--- config.mk ---
export PLATFORM = sky130hd
export DESIGN_NAME = sram_burst_master
export DESIGN_NICKNAME = d
export VERILOG_FILES = /design/src/rtl/sram_burst_pkg.sv /design/src/rtl/sram_read_skid.sv /design/src/rtl/sram_burst_master.sv
export SDC_FILE = /design/constraint.sdc
export NUM_CORES = 1
export LEC_CHECK = 0
export ABC_CLOCK_PERIOD_IN_PS = 4870
export BUFFER_PORTS_ARGS = -buffer_cell sky130_fd_sc_hd__buf_2
export CAP_MARGIN = 20
export CELL_PAD_IN_SITES_DETAIL_PLACEMENT = 1
export CELL_PAD_IN_SITES_GLOBAL_PLACEMENT = 1
export CORE_ASPECT_RATIO = 0.75
export CORE_MARGIN = 4
export CORE_UTILIZATION = 43
export CTS_CLUSTER_SIZE = 8
export DETAILED_ROUTE_END_ITERATION = 8
export GPL_ROUTABILITY_DRIVEN = 0
export GPL_TIMING_DRIVEN = 0
export PLACE_DENSITY_LB_ADDON = 0.2
export SLEW_MARGIN = 0
export SYNTH_ARGS = -nofsm -noshare
export SYNTH_HDL_FRONTEND = slang
export SYNTH_SLANG_ARGS = --single-unit
--- constraint.sdc ---
create_clock -name clock -period 4.87 [get_ports clock]
set_input_delay 0.2435 -clock clock [delete_from_list [all_inputs] [get_ports clock]]
set_output_delay 0.2435 -clock clock [all_outputs]
set_load 0.1 [all_outputs]
--- src/rtl/sram_burst_pkg.sv ---
// Shared definitions for the SRAM burst master: default widths and FSM state encoding.
// Latency: none (definitions only).
// Backpressure: none (definitions only).
package sram_burst_pkg;

    localparam int ADDR_WIDTH_DFLT = 9;
    localparam int DATA_WIDTH_DFLT = 32;

    typedef enum logic [1:0] {
        ST_IDLE  = 2'd0,
        ST_WRITE = 2'd1,
        ST_READ  = 2'd2,
        ST_DRAIN = 2'd3
    } state_e;

endpackage

--- src/rtl/sram_read_skid.sv ---
// Two-entry read-return buffer holding SRAM read beats and their last-beat tags, in order.
// Latency: a pushed beat is visible on the outputs the cycle after the push.
// Backpressure: the head entry is held stable until popped; the caller never pushes more than 2 outstanding.
module sram_read_skid
    import sram_burst_pkg::*;
#(
    parameter int DATA_WIDTH = DATA_WIDTH_DFLT
) (
    input  logic                  clock,
    input  logic                  resetN,
    input  logic                  push_i,
    input  logic [DATA_WIDTH-1:0] push_data_i,
    input  logic                  push_last_i,
    input  logic                  pop_i,
    output logic                  vld_o,
    output logic [DATA_WIDTH-1:0] data_o,
    output logic                  last_o,
    output logic [1:0]            count_o
);

    logic [DATA_WIDTH-1:0] mem_q [2];
    logic                  last_q [2];
    logic                  wr_ptr_q;
    logic                  rd_ptr_q;
    logic [1:0]            count_q;

    // Storage, pointers and occupancy; reset empties the buffer and zeroes the head data.
    always_ff @(posedge clock or negedge resetN) begin
        if (!resetN) begin
            for (int i = 0; i < 2; i++) begin
                mem_q[i]  <= '0;
                last_q[i] <= 1'b0;
            end
            wr_ptr_q <= 1'b0;
            rd_ptr_q <= 1'b0;
            count_q  <= 2'd0;
        end else begin
            if (push_i) begin
                mem_q[wr_ptr_q]  <= push_data_i;
                last_q[wr_ptr_q] <= push_last_i;
                wr_ptr_q         <= ~wr_ptr_q;
            end
            if (pop_i) begin
                rd_ptr_q <= ~rd_ptr_q;
            end
            count_q <= count_q + {1'b0, push_i} - {1'b0, pop_i};
        end
    end

    assign vld_o   = (count_q != 2'd0);
    assign data_o  = mem_q[rd_ptr_q];
    assign last_o  = vld_o & last_q[rd_ptr_q];
    assign count_o = count_q;

endmodule

--- src/rtl/sram_burst_master.sv ---
// Burst master turning write/read burst commands into single-port SRAM accesses (optional macro SRAM_BURST_WRAP_EN).
// Latency: write beats hit SRAM in the handshake cycle; first read beat appears 3 cycles after the command handshake.
// Backpressure: wrValid stalls writes; rdReady low stops read issue once buffer plus in-flight reads reach 2.
module sram_burst_master
    import sram_burst_pkg::*;
#(
    parameter int ADDR_WIDTH = ADDR_WIDTH_DFLT,
    parameter int DATA_WIDTH = DATA_WIDTH_DFLT
) (
    input  logic                  clock,
    input  logic                  resetN,
    input  logic                  cmdValid,
    output logic                  cmdReady,
    input  logic                  cmdWrite,
    input  logic [ADDR_WIDTH-1:0] cmdAddress,
    input  logic [ADDR_WIDTH-1:0] cmdLength,
    input  logic                  wrValid,
    output logic                  wrReady,
    input  logic [DATA_WIDTH-1:0] wrData,
    output logic                  rdValid,
    input  logic                  rdReady,
    output logic [DATA_WIDTH-1:0] rdData,
    output logic                  rdLast,
    output logic                  busy,
    output logic                  cmdError,
    output logic                  sramWriteEnable,
    output logic [ADDR_WIDTH-1:0] sramAddress,
    output logic [DATA_WIDTH-1:0] sramDataIn,
    input  logic [DATA_WIDTH-1:0] sramDataOut
);

    localparam logic [ADDR_WIDTH-1:0] ADDR_ONE = ADDR_WIDTH'(1);

    state_e                state_q, state_d;
    logic [ADDR_WIDTH-1:0] addr_q, addr_d;
    logic [ADDR_WIDTH-1:0] left_q, left_d;
    logic [ADDR_WIDTH-1:0] last_addr_q;
    logic                  err_q, err_d;
    logic                  inflight_q;
    logic                  inflight_last_q;
    logic                  cmd_fire, wr_fire, rd_issue, rd_pop, range_bad;
    logic [1:0]            buf_count;
    logic [2:0]            credit_sum;

`ifdef SRAM_BURST_WRAP_EN
    // Addresses wrap modulo 2^ADDR_WIDTH, so every command is legal.
    assign range_bad = 1'b0;
`else
    logic [ADDR_WIDTH:0]   end_addr;
    // A burst whose last word would pass the top of the SRAM carries out of ADDR_WIDTH bits.
    assign end_addr  = {1'b0, cmdAddress} + {1'b0, cmdLength};
    assign range_bad = end_addr[ADDR_WIDTH];
`endif

    assign cmd_fire   = cmdValid & (state_q == ST_IDLE);
    assign wr_fire    = wrValid & (state_q == ST_WRITE);
    assign rd_pop     = rdValid & rdReady;
    // Slots that will be spoken for after this cycle: buffered + in flight - leaving now.
    assign credit_sum = {1'b0, buf_count} + {2'b00, inflight_q} - {2'b00, rd_pop};
    assign rd_issue   = (state_q == ST_READ) && (credit_sum < 3'd2);

    // Next-state, address and beat-count logic.
    always_comb begin
        state_d = state_q;
        addr_d  = addr_q;
        left_d  = left_q;
        err_d   = 1'b0;
        case (state_q)
            ST_IDLE: begin
                if (cmd_fire) begin
                    if (range_bad) begin
                        err_d = 1'b1;
                    end else begin
                        addr_d  = cmdAddress;
                        left_d  = cmdLength;
                        state_d = cmdWrite ? ST_WRITE : ST_READ;
                    end
                end
            end
            ST_WRITE: begin
                if (wr_fire) begin
                    addr_d = addr_q + ADDR_ONE;
                    left_d = left_q - ADDR_ONE;
                    if (left_q == '0) state_d = ST_IDLE;
                end
            end
            ST_READ: begin
                if (rd_issue) begin
                    addr_d = addr_q + ADDR_ONE;
                    left_d = left_q - ADDR_ONE;
                    if (left_q == '0) state_d = ST_DRAIN;
                end
            end
            ST_DRAIN: begin
                if ((buf_count == 2'd0) && !inflight_q) state_d = ST_IDLE;
            end
            default: state_d = ST_IDLE;
        endcase
    end

    // State, burst pointers, error pulse and read-in-flight tracking.
    always_ff @(posedge clock or negedge resetN) begin
        if (!resetN) begin
            state_q         <= ST_IDLE;
            addr_q          <= '0;
            left_q          <= '0;
            err_q           <= 1'b0;
            last_addr_q     <= '0;
            inflight_q      <= 1'b0;
            inflight_last_q <= 1'b0;
        end else begin
            state_q         <= state_d;
            addr_q          <= addr_d;
            left_q          <= left_d;
            err_q           <= err_d;
            inflight_q      <= rd_issue;
            inflight_last_q <= rd_issue && (left_q == '0);
            if (wr_fire || rd_issue) last_addr_q <= addr_q;
        end
    end

    assign cmdReady        = (state_q == ST_IDLE);
    assign busy            = (state_q != ST_IDLE);
    assign wrReady         = (state_q == ST_WRITE);
    assign cmdError        = err_q;
    assign sramWriteEnable = wr_fire;
    assign sramDataIn      = wrData;
    // Present the live address only while accessing; otherwise hold the last one used.
    assign sramAddress     = (wr_fire || rd_issue) ? addr_q : last_addr_q;

    sram_read_skid #(
        .DATA_WIDTH (DATA_WIDTH)
    ) u_read_skid (
        .clock       (clock),
        .resetN      (resetN),
        .push_i      (inflight_q),
        .push_data_i (sramDataOut),
        .push_last_i (inflight_last_q),
        .pop_i       (rd_pop),
        .vld_o       (rdValid),
        .data_o      (rdData),
        .last_o      (rdLast),
        .count_o     (buf_count)
    );

endmodule

Word-level counts from Yosys, hierarchy flattened
Cells that the tools add are included.
W data, S select, Z words.
{"block": "word_totals", "elab_cells": 92, "input_bits": 88, "regBits": 102, "output_inout_bits": 80}
{"block": "op_classes", "reduce_logical": 14, "n_eq_ne": 10, "n_mux": 35, "addsub": 7, "bitwise": 8, "order_cmp": 4}
{"op": "$mux W32", "n": 4}
{"op": "$mux W9", "n": 9}
{"op": "$bwmux W64", "n": 1}
{"op": "$pmux W9 S3", "n": 2}
{"op": "$demux W32 S1", "n": 1}
{"op": "$mux W2", "n": 8}
{"op": "$add A9 B9 Y10", "n": 1}
{"op": "$add A9 B1 Y9 const B", "n": 1}
{"op": "$logic_not A9 Y1", "n": 1}
{"op": "$sub A9 B1 Y9 const B", "n": 1}
{"op": "$ne A2 B1 Y1 const B", "n": 4}
{"op": "$pmux W2 S4", "n": 1}
{"op": "$mux W1", "n": 7}
{"op": "$reduce_and A7 Y1", "n": 1}
{"op": "$ne A2 B2 Y1 const B", "n": 3}
{"op": "$reduce_and A5 Y1", "n": 1}
{"op": "$and A1 B1 Y1", "n": 4}
{"op": "$eq A2 B2 Y1 const B", "n": 2}
{"op": "$ge A2 B2 Y1 const B", "n": 2}
{"op": "$logic_and A1 B1 Y1", "n": 4}
{"op": "$logic_not A2 Y1", "n": 2}
{"op": "$not A1 Y2", "n": 2}
{"op": "$reduce_bool A2 Y1", "n": 2}
{"op": "$add A2 B1 Y3", "n": 1}
{"op": "other kinds (12)", "n": 13}

Longest topological paths before layout
Gate-level depths: netlist (run 1).
{"block": "depth", "depth_word": 7, "ltp_mapped": 13, "depth_no_buf": 11}

By module
Synthesis (run 1) repeated with hierarchy kept, for this count alone.
{"block": "hier_totals", "cells_unflattened": 452, "area_unflattened_um2": 5537.8}
{"mod": "sram_read_skid", "seq_area_each_um2": 1751.7, "n_inst": 1, "cells_per_inst": 193, "area_per_inst_um2": 3196.8}
{"mod": "sram_burst_master", "seq_area_each_um2": 800.8, "n_inst": 1, "cells_per_inst": 259, "area_per_inst_um2": 2341.0}

Worst setup path after synthesis (run 1)
Ideal clock, no wire load.
{"block": "synth_timing", "kind": "reg-to-reg", "startpoint": "register u_read_skid.count_q[1], in the netlist u_read_skid.count_o[1]", "endpoint": "register last_addr_q[7]", "required_ns": 4.557, "setup_ns": 0.313, "n_path_buf": 1, "path_slack_ns": 1.013, "t_arrival_ns": 3.544, "synth_period_minus_slack_ns": 3.857, "stages_incl_launch_ff": 12, "path_cell_list": "dfrtp_1 -> or2_2 -> and2_1 -> ha_1 -> inv_1 -> ha_1 -> fa_1 -> xnor2_1 -> or3b_1 -> nand2b_1 -> buf_2 -> mux2_1"}
{"block": "synth_via", "elab_chain_len": 7, "word_cells_on_any_way": 8, "classes_between": "2 x add/sub; 1 x order compare; 1 x mux; 1 x bitwise; 3 x reduce/logical"}
{"element": "start, declared", "line": "sram_read_skid.sv:25", "rtl": "logic [1:0] count_q;"}
{"element": "start signal, assigned", "line": "sram_read_skid.sv:46", "rtl": "count_q <= count_q + {1'b0, push_i} - {1'b0, pop_i};"}
{"element": "$reduce_bool A2 Y1", "line": "sram_read_skid.sv:50", "rtl": "assign vld_o = (count_q != 2'd0);"}
{"element": "named net rdValid", "line": "sram_burst_master.sv:20", "rtl": "output logic rdValid,"}
{"element": "$and A1 B1 Y1", "line": "sram_burst_master.sv:57", "rtl": "assign rd_pop = rdValid & rdReady;"}
{"element": "named net rd_pop", "line": "sram_burst_master.sv:41", "rtl": "logic cmd_fire, wr_fire, rd_issue, rd_pop, range_bad;"}
{"element": "$sub A3 B1 Y3", "line": "sram_burst_master.sv:59", "rtl": "assign credit_sum = {1'b0, buf_count} + {2'b00, inflight_q} - {2'b00, rd_pop};"}
{"element": "$lt A3 B2 Y1", "line": "sram_burst_master.sv:60", "rtl": "assign rd_issue = (state_q == ST_READ) && (credit_sum < 3'd2);"}
{"element": "$logic_and A1 B1 Y1", "line": "sram_burst_master.sv:60"}
{"element": "$logic_or A1 B1 Y1"}
{"element": "$mux W9"}
{"element": "named net sramAddress[7]", "line": "sram_burst_master.sv:27", "rtl": "output logic [ADDR_WIDTH-1:0] sramAddress,"}
{"element": "end signal, assigned", "line": "sram_burst_master.sv:118", "rtl": "if (wr_fire || rd_issue) last_addr_q <= addr_q;"}
{"element": "end, declared", "line": "sram_burst_master.sv:37", "rtl": "logic [ADDR_WIDTH-1:0] last_addr_q;"}
The timed path passes the listed nets, and every way through them passes these cells.
A chain may end at the register's enable or synchronous reset.

Worst setup path in the final report (run 1)
{"block": "layout_timing", "startpoint": "register u_read_skid.count_q[1], in the netlist u_read_skid.count_o[1]", "endpoint": "output sramAddress[3]"}
{"block": "layout_via", "elab_chain_len": 7, "word_cells_on_any_way": 8, "classes_between": "2 x add/sub; 1 x order compare; 1 x mux; 1 x bitwise; 3 x reduce/logical"}
{"element": "$reduce_bool A2 Y1", "line": "sram_read_skid.sv:50"}
{"element": "$and A1 B1 Y1", "line": "sram_burst_master.sv:57"}
{"element": "named net rd_pop", "line": "sram_burst_master.sv:41"}
{"element": "$sub A3 B1 Y3", "line": "sram_burst_master.sv:59"}
{"element": "$lt A3 B2 Y1", "line": "sram_burst_master.sv:60"}
{"element": "$logic_and A1 B1 Y1", "line": "sram_burst_master.sv:60"}
{"element": "$logic_or A1 B1 Y1", "line": "sram_burst_master.sv:129", "rtl": "assign sramAddress = (wr_fire || rd_issue) ? addr_q : last_addr_q;"}
{"element": "$mux W9"}
{"element": "end, declared", "line": "sram_burst_master.sv:27"}
The timed path passes the listed nets, and every way through them passes these cells.

==> flow_metrics.env, run 1 <==
export IMPL_vias=4058
export IMPL_setup_worst_path_end_class="output port"
export IMPL_antenna_found_initial=1
export IMPL_cts_buffer_depth=2
export IMPL_track_usage=0.2044
export IMPL_finalClockSkew_ps=8.738
export IMPL_outcome="finished, final reports clean"
export IMPL_initial_core_util=0.4390
export IMPL_fp_row_count=35
export IMPL_avgViaCountPerCell=5.325
export IMPL_synth_ff_type="dfrtp_1"
export IMPL_port_buffers=135
export IMPL_fmax_ghz=0.2443
export IMPL_cap_violations=0
export IMPL_nNetsFinal=696
export IMPL_cp_required_ps=4630
export IMPL_synth_cell_type_count=61
export IMPL_dpl_cell_count=744
export IMPL_synth_async_reset_ratio=1.000
export IMPL_syn_avg_cell_area_um2=12.18
export IMPL_tightest_slew_ps=772.1
export IMPL_die_h_um=104.9
export IMPL_n_fill_cell=1352
export IMPL_slew_headroom=0.4841
export IMPL_min_period_ps=4094
export IMPL_grt_pass1_vias=4472
export IMPL_wl_met1_um=6156
export IMPL_drc=0
export IMPL_firstDrtPassIters=5
export IMPL_syn_inst=442
export IMPL_synth_most_common_cell="mux2_2"
export IMPL_synthTopCellsByArea="dfrtp_1 47%, mux2_2 22%, buf_4 4.5%"
export IMPL_die_area_mm2=0.01439
export IMPL_regToRegSetupSlack_ps=1200
export IMPL_worstSkewPairLatency_ps=340
export IMPL_final_cell_count_no_fill=762
export IMPL_synth_edf_count=0
export IMPL_grt_start_max_net_pins=71
export IMPL_dr_wl_met2_um=6980
export IMPL_post_cts_setup_buffers=0
export IMPL_period_share=0.8407
export IMPL_clk_pin_slew_ps=70
export IMPL_drtIter0Drc=174
export IMPL_cp_startpoint="u_read_skid.count_o[1]"
export IMPL_critical_path_class="flop to output port"
export IMPL_slew_violations=0
export IMPL_cp_endpoint="sramAddress[3]"
export IMPL_syn_num_nets=548
export IMPL_cts_buffers=9
export IMPL_ys_top_cells_by_count="106 x mux2_2, 102 x dfrtp_1, 32 x buf_4, 19 x nand2_1, 17 x ha_1"
export IMPL_hp_class="input pin to flop"
export IMPL_synth_area_leader_cell="dfrtp_1"
export IMPL_yosysSeqAreaShare=0.4742
export IMPL_synth_area_mm2=0.005383
export IMPL_final_core_util=0.5383
export IMPL_drive_above_1_share=0.5277
export IMPL_synth_top_area_frac=0.4742
export IMPL_fin_tns_setup_ps=0
export IMPL_final_antenna_net_count=0
export IMPL_h_tree_depth=3
export IMPL_cp_start_kind="flop"
export IMPL_cts_resized=0
export IMPL_rr_startpoint="u_read_skid.count_o[1]"
export IMPL_cts_hold_buf=1
export IMPL_core_area_mm2=0.01226
export IMPL_arrival_ps=3850
export IMPL_io_pins=168
export IMPL_wl_um=14330
export IMPL_cts_sinks=102
export IMPL_reg2reg_depth=10
export IMPL_die_x_um=137.2
export IMPL_rsz0062_at_grt="false"
export IMPL_ys_warn_count=0
export IMPL_final_setup_viol_count=0
export IMPL_synth_seq_cells=102
export IMPL_wl_met3_um=1045
export IMPL_syn2layout_area_growth_pct=22.62
export IMPL_cts_tree="built"
export IMPL_top_layer="met5"
export IMPL_globalRoute_totalOverflow=0
export IMPL_grt_pass1_wl_um=23140
export IMPL_cts_root_buf="clkbuf_16"
export IMPL_path_max_fanout=9
export IMPL_r2r_end="addr_q[3]"
export IMPL_hold_viol_final=0
export IMPL_hpwl_um=10830
export IMPL_wl_per_cell_um=18.81
==> metrics by stage <==
step	hold WS [ps]	instance area (µm²)	setup slack, ps
after global routing	130.7	6598	580.8
after floorplan	-52.09	5383	1013
final	141.6	6600	776.0
after global placement	465.5	6266	1255
after CTS	131.2	6598	734.6
after detailed placement	235.8	6296	1224
==> critical path: stages (launching register included) <==
cell      delay (ps)
dfrtp_1          410
or2_2            330
and2_1           200
ha_1             300
inv_1             60
ha_1             190
fa_1             390
xnor2_1          180
or3b_1           420
nand2b_1          90
buf_2            250
mux2_2           380
buf_2            300
==> cells in the final DEF (no fill, tap or decap), types with 3 or more instances in the layout <==
cell | netlist | layout
buf_2 | 7 | 141
nor2_1 | 8 | 8
nand2_1 | 19 | 19
clkbuf_16 | 0 | 9
nor4_1 | 5 | 5
a31oi_1 | 8 | 8
and2_1 | 6 | 6
nand2b_1 | 3 | 3
o21ai_0 | 14 | 14
o31ai_1 | 3 | 3
buf_4 | 32 | 33
mux2i_1 | 3 | 3
nand3_1 | 10 | 10
a211o_1 | 4 | 4
mux2_2 | 106 | 106
clkbuf_1 | 7 | 7
nor3_1 | 5 | 5
buf_1 | 5 | 5
dfrtp_1 | 102 | 102
ha_1 | 17 | 17
inv_1 | 12 | 12
nor2b_1 | 3 | 3
a211oi_1 | 3 | 3
and3_1 | 4 | 4
a21oi_1 | 12 | 12
==> worst min path at each step <==
stage | startpoint | endpoint | slack, ps | depth (start not counted)
floorplan | resetN | addr_q[0] | -50 | 0
global placement | last_addr_q[7] | last_addr_q[7] | 470 | 1
detailed placement | resetN | last_addr_q[3] | 240 | 1
CTS | sramDataOut[28] | u_read_skid.mem_q[28] | 130 | 2
global route | sramDataOut[3] | u_read_skid.mem_q[35] | 130 | 2
finish | sramDataOut[3] | u_read_skid.mem_q[35] | 140 | 2
==> state kept, by name (all words and copies together), names as in the netlist <==
name and cells:
inflight_q 1, u_read_skid.count_o 2, u_read_skid.last_q 2, u_read_skid.rd_ptr_q 1
left_q 9, last_addr_q 9, inflight_last_q 1, cmdError 1
state_q 2, u_read_skid.wr_ptr_q 1, addr_q 9, u_read_skid.mem_q 64
==> cell type report <==
cell class                 count  area (µm²)  area share
buffer                        54       362.8     0.05498
multi-input combinational    273        2419      0.3664
inverter                      13       48.80    0.007393
clock buffer                  10       239.0     0.03621
clock inverter                 6       52.55    0.007962
antenna                        1       2.502   0.0003791
tap                          166       207.7     0.03147
sequential                   102        2552      0.3867
timing repair buffer         137       715.7      0.1084
==> per-layer routing <==
layer,GRT usage,vias up
li1,-,1865
met4,0.04416,2
met2,0.3383,152
met3,0.05342,14
met5,0,-
met1,0.2697,2025
==> logic make-up (layout without fill, tap and decap cells) <==
| group | count (synthesis) | after routing | share of synthesized area |
|---|---|---|---|
| compound gates | 65 | 65 | 0.08880 |
| flops | 102 | 102 | 0.4742 |
| buf+inv | 67 | 220 | 0.07648 |
| simple gates | 75 | 75 | 0.07741 |
| fa+ha+maj | 18 | 18 | 0.04324 |
| xor+xnor | 3 | 3 | 0.004882 |
| other cells | 0 | 1 | 0 |
| mux | 112 | 112 | 0.2350 |
Power of run 1 is left out: the tool's default activity adds up to more than one toggle a clock period on the data nets, which glitch-free logic cannot reach.
==> run 2: changes to the inputs <==
--- a/config.mk
+++ b/config.mk
@@ -5,14 +5,14 @@
 export SDC_FILE = /design/constraint.sdc
 export NUM_CORES = 1
 export LEC_CHECK = 0
-export ABC_CLOCK_PERIOD_IN_PS = 4870
+export ABC_CLOCK_PERIOD_IN_PS = 4250
 export BUFFER_PORTS_ARGS = -buffer_cell sky130_fd_sc_hd__buf_2
 export CAP_MARGIN = 20
 export CELL_PAD_IN_SITES_DETAIL_PLACEMENT = 1
 export CELL_PAD_IN_SITES_GLOBAL_PLACEMENT = 1
 export CORE_ASPECT_RATIO = 0.75
 export CORE_MARGIN = 4
-export CORE_UTILIZATION = 43
+export CORE_UTILIZATION = 40
 export CTS_CLUSTER_SIZE = 8
 export DETAILED_ROUTE_END_ITERATION = 8
 export GPL_ROUTABILITY_DRIVEN = 0
==> constraint.sdc (replaced) <==
create_clock -name clock -period 4.25 [get_ports clock]
set_input_delay 0.2125 -clock clock [delete_from_list [all_inputs] [get_ports clock]]
set_output_delay 0.2125 -clock clock [all_outputs]
set_load 0.1 [all_outputs]
==> flow_metrics.env, run 2 (synthesis results as in run 1) <==
export IMPL_wl_um=14110
export IMPL_outcome="finished, final reports clean"
export IMPL_clk_pin_slew_ps=70
export IMPL_cp_start_kind="flop"
export IMPL_grt_start_max_net_pins=58
export IMPL_rsz0062_at_grt="false"
export IMPL_drive_above_1_share=0.5261
export IMPL_final_common_cell="buf_2"
export IMPL_largest_reg_flops=64
export IMPL_crit_chain="or2_2, and2_1, ha_1, inv_1, ha_1, fa_1, or3b_1, nand2b_1, clkbuf_4, mux2_2, buf_2"
export IMPL_worstSkewPairLatency_ps=350
export IMPL_antenna_found_initial=1
export IMPL_fp_row_count=36
export IMPL_slowest_stage="fa_1"
export IMPL_cp_slowest_stage_delay_ps=500
export IMPL_track_usage=0.1902
export IMPL_avgViaCountPerCell=5.270
export IMPL_drc=0
export IMPL_cts_root_buf="clkbuf_16"
export IMPL_setup_worst_path_end_class="output port"
export IMPL_hold_viol_final=0
export IMPL_cp_common_cell="ha_1"
export IMPL_cts_buffers=9
export IMPL_place_worst_setup_slack_ps=542.6
export IMPL_grt_pass1_wl_um=23140
export IMPL_vias=4037
export IMPL_die_area_mm2=0.01540
export IMPL_regMostFlops="u_read_skid.mem_q"
export IMPL_syn2layout_area_growth_pct=22.87
export IMPL_path_max_fanout=9
export IMPL_h_tree_depth=3
export IMPL_initial_core_util=0.4121
export IMPL_port_buffers=135
export IMPL_cts_tree="built"
export IMPL_layout_setup_ws_ps=233.9
export IMPL_cts_buffer_depth=2
export IMPL_nNetsFinal=696
export IMPL_die_h_um=108.5
export IMPL_wl_per_cell_um=18.42
export IMPL_n_fill_cell=1446
export IMPL_grt_pass1_vias=4618
export IMPL_final_antenna_net_count=0
export IMPL_globalRoute_totalOverflow=0
export IMPL_diodes=0
export IMPL_slew_headroom=0.5349
export IMPL_final_setup_viol_count=0
export IMPL_cp_required_ps=4040
export IMPL_core_area_mm2=0.01306
export IMPL_fmax_ghz=0.2490
export IMPL_cts_sinks=102
export IMPL_io_pins=168
export IMPL_finalClockSkew_ps=10.36
export IMPL_period_share=0.9450
export IMPL_die_x_um=142.0
export IMPL_most_common_layout_cells="140 x buf_2, 106 x mux2_2, 102 x dfrtp_1, 33 x buf_4, 19 x nand2_1"
export IMPL_hp_class="input pin to flop"
export IMPL_hpwl_um=10970
export IMPL_fin_tns_setup_ps=0
export IMPL_arrival_ps=3800
export IMPL_tightest_slew_ps=696.1
export IMPL_drtIter0Drc=133
export IMPL_cap_violations=0
export IMPL_min_period_ps=4016
export IMPL_slew_violations=0
export IMPL_firstDrtPassIters=4
export IMPL_critical_path_class="flop to output port"
export IMPL_final_core_util=0.5063
-- run 2: cell count changes in the layout (fill, tap and decap cells not counted), sizes merged --
| cell | before | now |
|---|---|---|
| bufinv | 0 | 1 |
| clkinv | 2 | 3 |
| clkinvlp | 2 | 1 |
| clkbuf | 17 | 19 |
| diode | 1 | 0 |
| buf | 183 | 182 |
| inv | 15 | 13 |
-- run 2: per-stage QoR --
stage	hold WS [ps]	instances	area, µm²
after CTS	92.03	766	6611
after detailed placement	274.0	749	6302
after global routing	96.34	766	6614
final	105.2	766	6614
after global placement	457.3	748	6272
after floorplan	-83.09	442	5383
-- run 2: final timing paths --
kind,from,to,slack (ps),cells past startpoint
max,u_read_skid.count_o[1],sramAddress[0],230,11
min,sramDataOut[30],u_read_skid.mem_q[62],110,2
min reg2reg,u_read_skid.wr_ptr_q,u_read_skid.wr_ptr_q,500,1
max reg2reg,u_read_skid.count_o[1],addr_q[3],660,10
max in group asynchronous,resetN,u_read_skid.mem_q[0],3140,3
min in group asynchronous,resetN,last_addr_q[1],420,2
-- run 2: worst max-delay path, delay by kind of cell (launching register included) --
family	cells	cell delay, ps
flops	1	410
buf+inv	3	570
mux	1	390
fa+ha+maj	3	980
simple gates	4	1100
-- run 2: final cells by class --
class,count,area (µm²),area share
repair buffers,137,715.7,0.1082
flip-flops and latches,102,2552,0.3859
clock buffers,11,242.7,0.03670
clock inverters,5,56.30,0.008513
well taps,171,214.0,0.03235
multi-input cells,273,2419,0.3657
plain buffers,54,365.4,0.05524
inverters,13,48.80,0.007378
-- run 2: layer usage --
metal	GRT usage	up-vias	part of all wire
met5	0	-	0.00050
met4	0.03836	2	0.0096
met3	0.05659	15	0.069
met2	0.3254	133	0.48
met1	0.2410	2028	0.44
li1	-	1859	-
-- run 2: timing repair --
item	4_1_cts	5_1_grt
resized for setup	0	1
hold buffers	1	0
setup buffers	0	0
setup endpoints to repair	0	1
hold endpoints to repair	45	0
Power of run 2 is left out for the same reason.
